[src/rtl/param_lfsr.sv]
// Parameterised Fibonacci-style LFSR random source.
// Each request advances the register STEPS times, then presents the low OUT_W bits.
module param_lfsr #(
    parameter int                WIDTH = 8,
    parameter logic [WIDTH-1:0]  TAPS  = 8'hB8,
    parameter logic [WIDTH-1:0]  SEED  = 8'h01,
    parameter int                OUT_W = 3,
    parameter int                STEPS = 4
) (
    input  logic             clock,
    input  logic             resetn,
    input  logic             req,
    input  logic             seed_load,
    input  logic [WIDTH-1:0] seed_in,
    output logic             rnd_valid,
    output logic [OUT_W-1:0] rnd_out,
    output logic             busy,
    output logic [WIDTH-1:0] lfsr_state
);

    // state  | meaning
    // IDLE   | register holds; accepts req or seed_load
    // RUN    | one shift per cycle while the step counter runs down
    // DONE   | rnd_out freshly updated, rnd_valid pulses
    localparam logic [1:0] S_IDLE = 2'd0;
    localparam logic [1:0] S_RUN  = 2'd1;
    localparam logic [1:0] S_DONE = 2'd2;

    localparam logic [7:0] STEP_CNT = 8'(STEPS);

    logic [1:0]       fsm_q;
    logic [7:0]       cnt_q;
    logic [WIDTH-1:0] state_q;
    logic [WIDTH-1:0] shift_nxt;
    logic             fb;

    // An all-zero register would never leave zero, so recover to SEED.
    always_comb begin
        fb        = ^(state_q & TAPS);
        shift_nxt = (state_q == '0) ? SEED : {state_q[WIDTH-2:0], fb};
    end

    always_ff @(posedge clock) begin
        if (!resetn) begin
            fsm_q     <= S_IDLE;
            cnt_q     <= 8'd0;
            state_q   <= SEED;
            rnd_valid <= 1'b0;
            rnd_out   <= '0;
        end else begin
            rnd_valid <= 1'b0;
            case (fsm_q)
                S_IDLE: begin
                    if (seed_load) begin
                        state_q <= (seed_in == '0) ? SEED : seed_in;
                    end else if (req) begin
                        fsm_q <= S_RUN;
                        cnt_q <= STEP_CNT;
                    end
                end
                S_RUN: begin
                    state_q <= shift_nxt;
                    if (cnt_q == 8'd1) begin
                        fsm_q     <= S_DONE;
                        cnt_q     <= 8'd0;
                        rnd_valid <= 1'b1;
                        rnd_out   <= shift_nxt[OUT_W-1:0];
                    end else begin
                        cnt_q <= cnt_q - 8'd1;
                    end
                end
                S_DONE: begin
                    fsm_q <= S_IDLE;
                end
                default: begin
                    fsm_q <= S_IDLE;
                end
            endcase
        end
    end

    assign busy       = (fsm_q == S_RUN) || (fsm_q == S_DONE);
    assign lfsr_state = state_q;

endmodule

[config.mk]
export PLATFORM = sky130hd
export DESIGN_NAME = param_lfsr
export DESIGN_NICKNAME = d
export VERILOG_FILES = /design/src/rtl/param_lfsr.sv
export SDC_FILE = /design/constraint.sdc
export NUM_CORES = 1
export LEC_CHECK = 0
export BUFFER_PORTS_ARGS = -buffer_cell sky130_fd_sc_hd__buf_2
export CORE_AREA = 2 2 59 44
export CTS_CLUSTER_SIZE = 14
export DETAILED_ROUTE_END_ITERATION = 8
export DIE_AREA = 0 0 61 46
export GPL_ROUTABILITY_DRIVEN = 0
export PLACE_DENSITY = 0.85
export SLEW_MARGIN = 0
export SYNTH_ARGS = -nofsm -noshare
export SYNTH_HDL_FRONTEND = slang
export SYNTH_SLANG_ARGS = --single-unit
[constraint.sdc]
create_clock -name clock -period 5.1 [get_ports clock]
set_input_delay 1.02 -clock clock [delete_from_list [all_inputs] [get_ports clock]]
set_output_delay 1.02 -clock clock [all_outputs]
set_load 0.005 [all_outputs]
Word level (Yosys, flattened, before mapping)
Index checks and enable logic that the tools add are counted.
Cells by class
  equal/unequal tests: 7
  muxes and demuxes: 13
  add/subtract/negate cells: 1
  reduce and logical (&&, ||, !) cells: 11
Operator list (count)
  2-to-1 mux 8 bit: 6
  case mux 8 bit (2 select lines): 2
  zero test 8 bit: 2
  == test 8 x 1 -> 1 bit (second input constant): 1
  != test 2 bit (second input constant): 4
  XOR reduction 8 bit: 1
  subtractor 8 x 1 -> 8 bit (second input constant): 1
  2-to-1 mux 2 bit: 3
  AND reduction 2 bit: 3
  AND reduction 3 bit: 2
  case mux 2 bit (2 select lines): 1
  == test 2 x 1 -> 1 bit (second input constant): 1
  == test 2 bit (second input constant): 1
  zero test 2 bit: 1
  nonzero test 2 bit: 1
  logical OR 1 bit: 1
  2-to-1 mux 1 bit: 1
Storage, ports and cells
  bits in registers: 22
  output and inout port bits: 13
  word-level logic and storage cells: 37
  input port bits: 12

Logic depth before layout (Yosys ltp)
Gate-level depths: netlist of run 1.
  depth in word-level cells: 4
  depth in mapped cells: 7
  mapped depth without buffers: 6

Least setup slack after synthesis of run 1
OpenSTA, ideal clock, no wires.
  path type: in2reg
  start point: in seed_in[4]
  end point: reg state_q[0] (netlist: lfsr_state[0])
  stages on the path: 4
  setup slack: 3.109 ns
  required time: 5.017 ns
  setup time: 0.083 ns
  data arrival time: 1.909 ns
  buffers on the path: 0
  cells stage by stage: or4_1 > nor4_1 > o31ai_1 > o221ai_1
Between the ends
  word-level cells in the longest chain between the ends: 4
Ends and longest elaborated chain
  from (decl): line 14  | input logic [WIDTH-1:0] seed_in,
  zero test 8 bit: line 55  | state_q <= (seed_in == '0) ? SEED : seed_in;
  2-to-1 mux 8 bit: line 55
  2-to-1 mux 8 bit: line 54  | if (seed_load) begin
  case mux 8 bit (2 select lines): line 52  | case (fsm_q)
  to (signal assigned): line 55
  to (signal assigned): line 62  | state_q <= shift_nxt;
  to (decl): line 33  | logic [WIDTH-1:0] state_q;
Every way passes these cells. The select of a mux whose other input is x is not followed.
A chain may end at the register's enable or synchronous reset.

Worst setup path after layout of run 1
  start point: reg fsm_q[0]
  end point: out busy
Between the ends
  word-level cells in the longest chain between the ends: 2
  elaborated cells on any way between the ends: 3
  classes of those cells: eq/ne (2); reduce/logical (1)
Ends and longest elaborated chain
  from (decl): line 31  | logic [1:0] fsm_q;
  from (signal assigned): line 45  | fsm_q <= S_IDLE;
  from (signal assigned): line 57  | fsm_q <= S_RUN;
  from (signal assigned): line 64  | fsm_q <= S_DONE;
  == test 2 x 1 -> 1 bit / == test 2 bit (equally long branches): line 82  | assign busy = (fsm_q == S_RUN) || (fsm_q == S_DONE);
  logical OR 1 bit *: line 82
  to (decl): line 17  | output logic busy,
Every way passes the cells marked *; elsewhere a longest branch is shown, timed or not.

==> results.md, run 1 <==
* Compound-Gate Fraction of Synth Area at 19.9%
* Commonest non-fill, non-tap cells in the layout: 24 x buf_2, 22 x dfxtp_1, 17 x nor2_1
* Die X at 61 um
* Met2 routed WL at 1280 um
* Setup Skew at 0.874 ps
* Cell Chain, Critical Path: inv_1, ha_1, buf_2
* CTS clock-pin slew for the worst setup and hold paths at 120 ps
* DRT met1 WL at 1210 um
* Via count at 1,017
* CP Data Required Time at 4080 ps
* Commonest non-fill, non-tap cell in the layout: buf_2
* Post-Route WL at 2640 um
* Highest routed layer: met4
* Final HPWL DP at 2060 um
* Power Density at 532 nW/um^2
* Post-CTS sizing at 0
* FF+latch count, synth at 22
* Run status: complete, no violations
* Die Span Y at 46 um
* CP Max Fanout at 3
* Reg2Reg Setup Slack at 2930 ps
* Largest net degree at the start of global routing at 17
* Worst Path Arrival at 1180 ps
* H-tree lvl count at 1
* Gr usage total at 22.2%
* Worst-Skew Late Latency at 310 ps
* Port buffer count at 24
* GR Overflow Total at 0
* Number of max-cap violations at 0
* Synth Area in Adders at 6.17%
* Number of buffers created by CTS at 3
* Worst hold-check path type: reg -> reg
* NumNets Final at 175
* IO Pins at 25
* Synth unique cells at 38
* Startpoint Class: flip-flop
* Placed cell area at 1360 sq um
* DR DRC count at 0
* Die area at 2810 sq um
* ANT cells at 0
* Leakage at 0.597 nW
* # hold bufs at CTS at 0
* First-pass GRT wire length at 4490 um
* Tmin final at 2200 ps
* Slowest cell on the critical path: dfxtp_1
* Maximum VDD drop at 0.285 mV
* CTS tree: built
* Clk root buf: clkbuf_4
* DRT iter0 DRCs at 26
* Post-CTS Setup Bufs at 0
* Clk buf depth at 2
* Fin. max-slew vios at 0
* Met3 WL at 117 um
* Clock sink total at 22
* Worst slew margin at 57.0%
* DR pass1 iterations at 4
* Final Hold Fails at 0
* Unrepaired setup endpoints after global routing: no
* Max incr delay on CP at 380 ps
* Overall Power at 743 uW
* Setup TNS at 0 ps
* Detail Route Antenna Nets at 0
* Multiplexer share of the synthesized area at 7.41%
* Fraction of layout cells with a size suffix above 1 at 26.3%
* Std cell rows at 15
* Period utilisation layout at 43.2%
* Fin Hold WS at 489 ps
* Vias per cell at 5.35
* Core area at 2310 sq um
* Antenna violations before repair at 0
* Final Cell Area at 1400 sq um
* Post-Syn Nets at 150
* Starting Density at 52.7%
* Wire length per cell at 13.9 um
* Worst slew pin tran at 645 ps
* CP Capture Type: output pin
* Xor/xnor share of the synthesized area at 5.04%
* Gate Count Post-Synth at 132
* Synth Area in Simple Gates at 20.2%
* Max Fclk at 454 MHz
* Largest family of logic cells by synthesized area: simple AND/OR/NAND/NOR gates
* Synthesized area per cell at 9.21 sq um
* YS warnings at 0
* Post-synthesis sequential area ratio at 36.2%
* Setup violators final at 0
* Vias in the first global route at 1,005
* Area growth, synth to finish at 14.9%
* Mapped Area at 1220 sq um
* Worst setup path category: reg -> out
==> routing by layer <==
metal / up-vias / track usage, %
li1: 512 / -
met4: 0 / 5.22
met3: 5 / 5.97
met2: 19 / 39.1
met1: 481 / 27.1
met5: - / 0
==> worst paths after layout <==
| kind | from | to | cells past startpoint |
|---|---|---|---|
| min | cnt_q[1] | cnt_q[1] | 2 |
| max reg2reg | fsm_q[1] | lfsr_state[0] | 6 |
| min reg2reg | cnt_q[1] | cnt_q[1] | 2 |
| max | fsm_q[0] | busy | 3 |
==> critical path: cells and delay by family, from the launching register on <==
kind                       cells  cell delay, ps
adders and majority gates      1             290
buffers and inverters          2             200
DFF                            1             380
==> sequential cells by signal, summed over array words and instances, names as in the netlist <==
| name | flops |
|---|---|
| cnt_q | 8 |
| lfsr_state | 8 |
| rnd_out | 3 |
| fsm_q | 2 |
| rnd_valid | 1 |
==> power breakdown <==
group,internal [mW],leakage (nW),switching [mW]
clock,0.0437,0.0210,0.0541
sequential,0.218,0.180,0.0578
combinational,0.171,0.396,0.198
total,0.433,0.597,0.310
==> stage by stage <==
step / util, % / instances / worst slack [ps]
2_1_floorplan: - / 132 / 3110
3_3_place_gp: 59.0 / 186 / 2970
3_5_place_dp: 59.0 / 186 / 2900
4_1_cts: 60.5 / 190 / 2890
5_1_grt: 60.5 / 190 / 2720
6_report: 60.5 / 190 / 2900
==> cell families after synthesis <==
group / after synthesis
and+or+nand+nor: 45
AOI/OAI and AO/OA: 27
DFF: 22
buffers and inverters: 16
muxes: 9
xor gates and xnor gates: 7
adders and majority gates: 6
==> cell type report <==
cell class,count,area [sq um]
clock buffer,4,36.3
fill,204,911
inverter,12,45.0
multi-input combinational,94,713
sequential,22,440
tap,34,42.5
timing repair buffer,24,120
==> cells in the mapped netlist, drive strengths merged <==
cell / count / area, sq um
or4: 1 / 7.51
o221a: 1 / 11.3
buf: 3 / 13.8
o221ai: 1 / 8.76
nor2: 18 / 70.1
nand4b: 1 / 8.76
or3: 3 / 28.8
a211oi: 6 / 45.0
clkbuf: 1 / 3.75
a21oi: 4 / 20.0
xnor2: 6 / 52.6
and2: 1 / 6.26
nand2b: 1 / 8.76
nand3b: 1 / 20.0
a311o: 1 / 10.0
clkinv: 1 / 3.75
nor4: 3 / 25.0
nand3: 3 / 15.0
nand2: 11 / 41.3
o31ai: 1 / 7.51
ha: 6 / 75.1
inv: 11 / 41.3
o21ai: 6 / 33.8
a2111oi: 4 / 85.1
xor2: 1 / 8.76
nor3b: 1 / 7.51
a21boi: 1 / 7.51
mux2i: 9 / 90.1
dfxtp: 22 / 440
a31oi: 2 / 12.5
or2: 1 / 6.26
(Power assumes the default switching activity.)
==> inputs of run 2 (changes only) <==
--- a/config.mk
+++ b/config.mk
@@ -6,12 +6,12 @@
 export NUM_CORES = 1
 export LEC_CHECK = 0
 export BUFFER_PORTS_ARGS = -buffer_cell sky130_fd_sc_hd__buf_2
-export CORE_AREA = 2 2 59 44
+export CORE_AREA = 2 2 64 48
 export CTS_CLUSTER_SIZE = 14
 export DETAILED_ROUTE_END_ITERATION = 8
-export DIE_AREA = 0 0 61 46
+export DIE_AREA = 0 0 66 50
 export GPL_ROUTABILITY_DRIVEN = 0
-export PLACE_DENSITY = 0.85
+export PLACE_DENSITY = 0.76
 export SLEW_MARGIN = 0
 export SYNTH_ARGS = -nofsm -noshare
 export SYNTH_HDL_FRONTEND = slang
==> constraint.sdc (replaced) <==
create_clock -name clock -period 1.9 [get_ports clock]
set_input_delay 0.38 -clock clock [delete_from_list [all_inputs] [get_ports clock]]
set_output_delay 0.38 -clock clock [all_outputs]
set_load 0.005 [all_outputs]
==> results.md, run 2 (synthesis results as in run 1) <==
* Power Density at 1420 nW/um^2
* Die Span Y at 50 um
* CTS tree: built
* Worst slew margin at 72.7%
* Largest net degree at the start of global routing at 17
* Setup WS pre-CTS at 107 ps
* NumNets Final at 176
* Worst Path Arrival at 1870 ps
* Fraction of layout cells with a size suffix above 1 at 26.9%
* Worst hold-check path type: in -> reg
* PnR worst setup slack at 183 ps
* Vias per cell at 5.36
* Die X at 66 um
* Wire length per cell at 12.9 um
* Worst setup path category: reg -> reg
* IO Pins at 25
* Via count at 1,029
* Period utilisation layout at 90.4%
* Clock sink total at 22
* Fin. max-slew vios at 0
* Worst-Skew Late Latency at 260 ps
* Final Hold Fails at 0
* ANT cells at 0
* Gr usage total at 16.1%
* Die area at 3300 sq um
* DRT iter0 DRCs at 21
* Layout Utilization at 53.0%
* Startpoint Class: flip-flop
* Worst Reg2Reg Path Length in Cells at 6
* Setup Skew at 1.38 ps
* Clk buf depth at 2
* Area growth, synth to finish at 17.0%
* Leakage at 0.604 nW
* Starting Density at 45.3%
* Post-CTS Setup Bufs at 0
* Final HPWL DP at 1940 um
* DR pass1 iterations at 4
* Overall Power at 2.02 mW
* H-tree lvl count at 1
* CTS clock-pin slew for the worst setup and hold paths at 70 ps
* First-pass GRT wire length at 4090 um
* Port buffer count at 24
* Setup TNS at 0 ps
* Hold path depth at 3
* CP Data Required Time at 2050 ps
* GR Overflow Total at 0
* Placed cell area at 1370 sq um
* Number of buffers created by CTS at 3
* Post-Route WL at 2480 um
* # hold bufs at CTS at 0
* CP Capture Type: flip-flop
* Setup violators final at 0
* Run status: complete, no violations
* Core area at 2680 sq um
* Maximum VDD drop at 0.852 mV
* DR DRC count at 0
* Max Fclk at 582 MHz
* Final Cell Area at 1420 sq um
* Detail Route Antenna Nets at 0
* Number of max-cap violations at 0
* Vias in the first global route at 961
* Commonest non-fill, non-tap cell in the layout: buf_2
* Unrepaired setup endpoints after global routing: no
* Worst slew pin tran at 405 ps
* Antenna violations before repair at 0
* Clk root buf: clkbuf_8
* Commonest non-fill, non-tap cells in the layout: 24 x buf_2, 22 x dfxtp_1, 17 x nor2_1
* Std cell rows at 16
* CP Max Fanout at 8
* Tmin final at 1720 ps
[run 2: cell types whose count changed in the layout (fill, tap and decap cells not counted), sizes merged]
cell    delta
clkbuf     -1
buf        +1
[run 2: critical path, cell delays in order (launching register included)]
cell and delay (ps):
dfxtp_1 350, inv_1 70, ha_1 260, nand2b_2 320, and2_1 280, o21ai_4 240, nor2_1 80
[run 2: routing by layer]
layer,GRT usage (%),up-vias,share of wire [%]
met5,0,-,0
li1,-,514,-
met3,4.34,2,4.6
met1,21.0,496,49
met2,26.9,17,46
met4,3.06,0,0.73
[run 2: power by group]
group	total (mW)	internal [mW]	switching, mW
registers	0.730	0.586	0.144
clock network	0.284	0.142	0.142
logic	1.01	0.473	0.537
total	2.02	1.20	0.823
[run 2: final cells by class]
cell class	count	area, sq um
Fill cell	252	1260
Clock buffer	3	41.3
Timing Repair Buffer	25	128
Sequential cell	22	440
Tap cell	36	45.0
Inverter	12	45.0
Multi-Input combinational cell	94	723
[run 2: metrics by stage]
step                      hold slack (ps)  instances
after floorplan                       445        132
after global placement                462        189
after detailed placement              478        189
after CTS                             393        192
after global routing                  414        192
final                                 407        192
[run 2: what timing repair did]
action | 4_1_cts | 5_1_grt
setup endpoints to repair | 0 | 7
hold endpoints to repair | 0 | 0
resized for setup | 0 | 2
[run 2: final timing paths]
| check | from | to | slack [ps] |
|---|---|---|---|
| min reg2reg | cnt_q[1] | cnt_q[1] | 480 |
| max reg2reg | fsm_q[0] | cnt_q[0] | 180 |
| max | fsm_q[0] | cnt_q[0] | 180 |
| min | seed_in[5] | lfsr_state[5] | 410 |
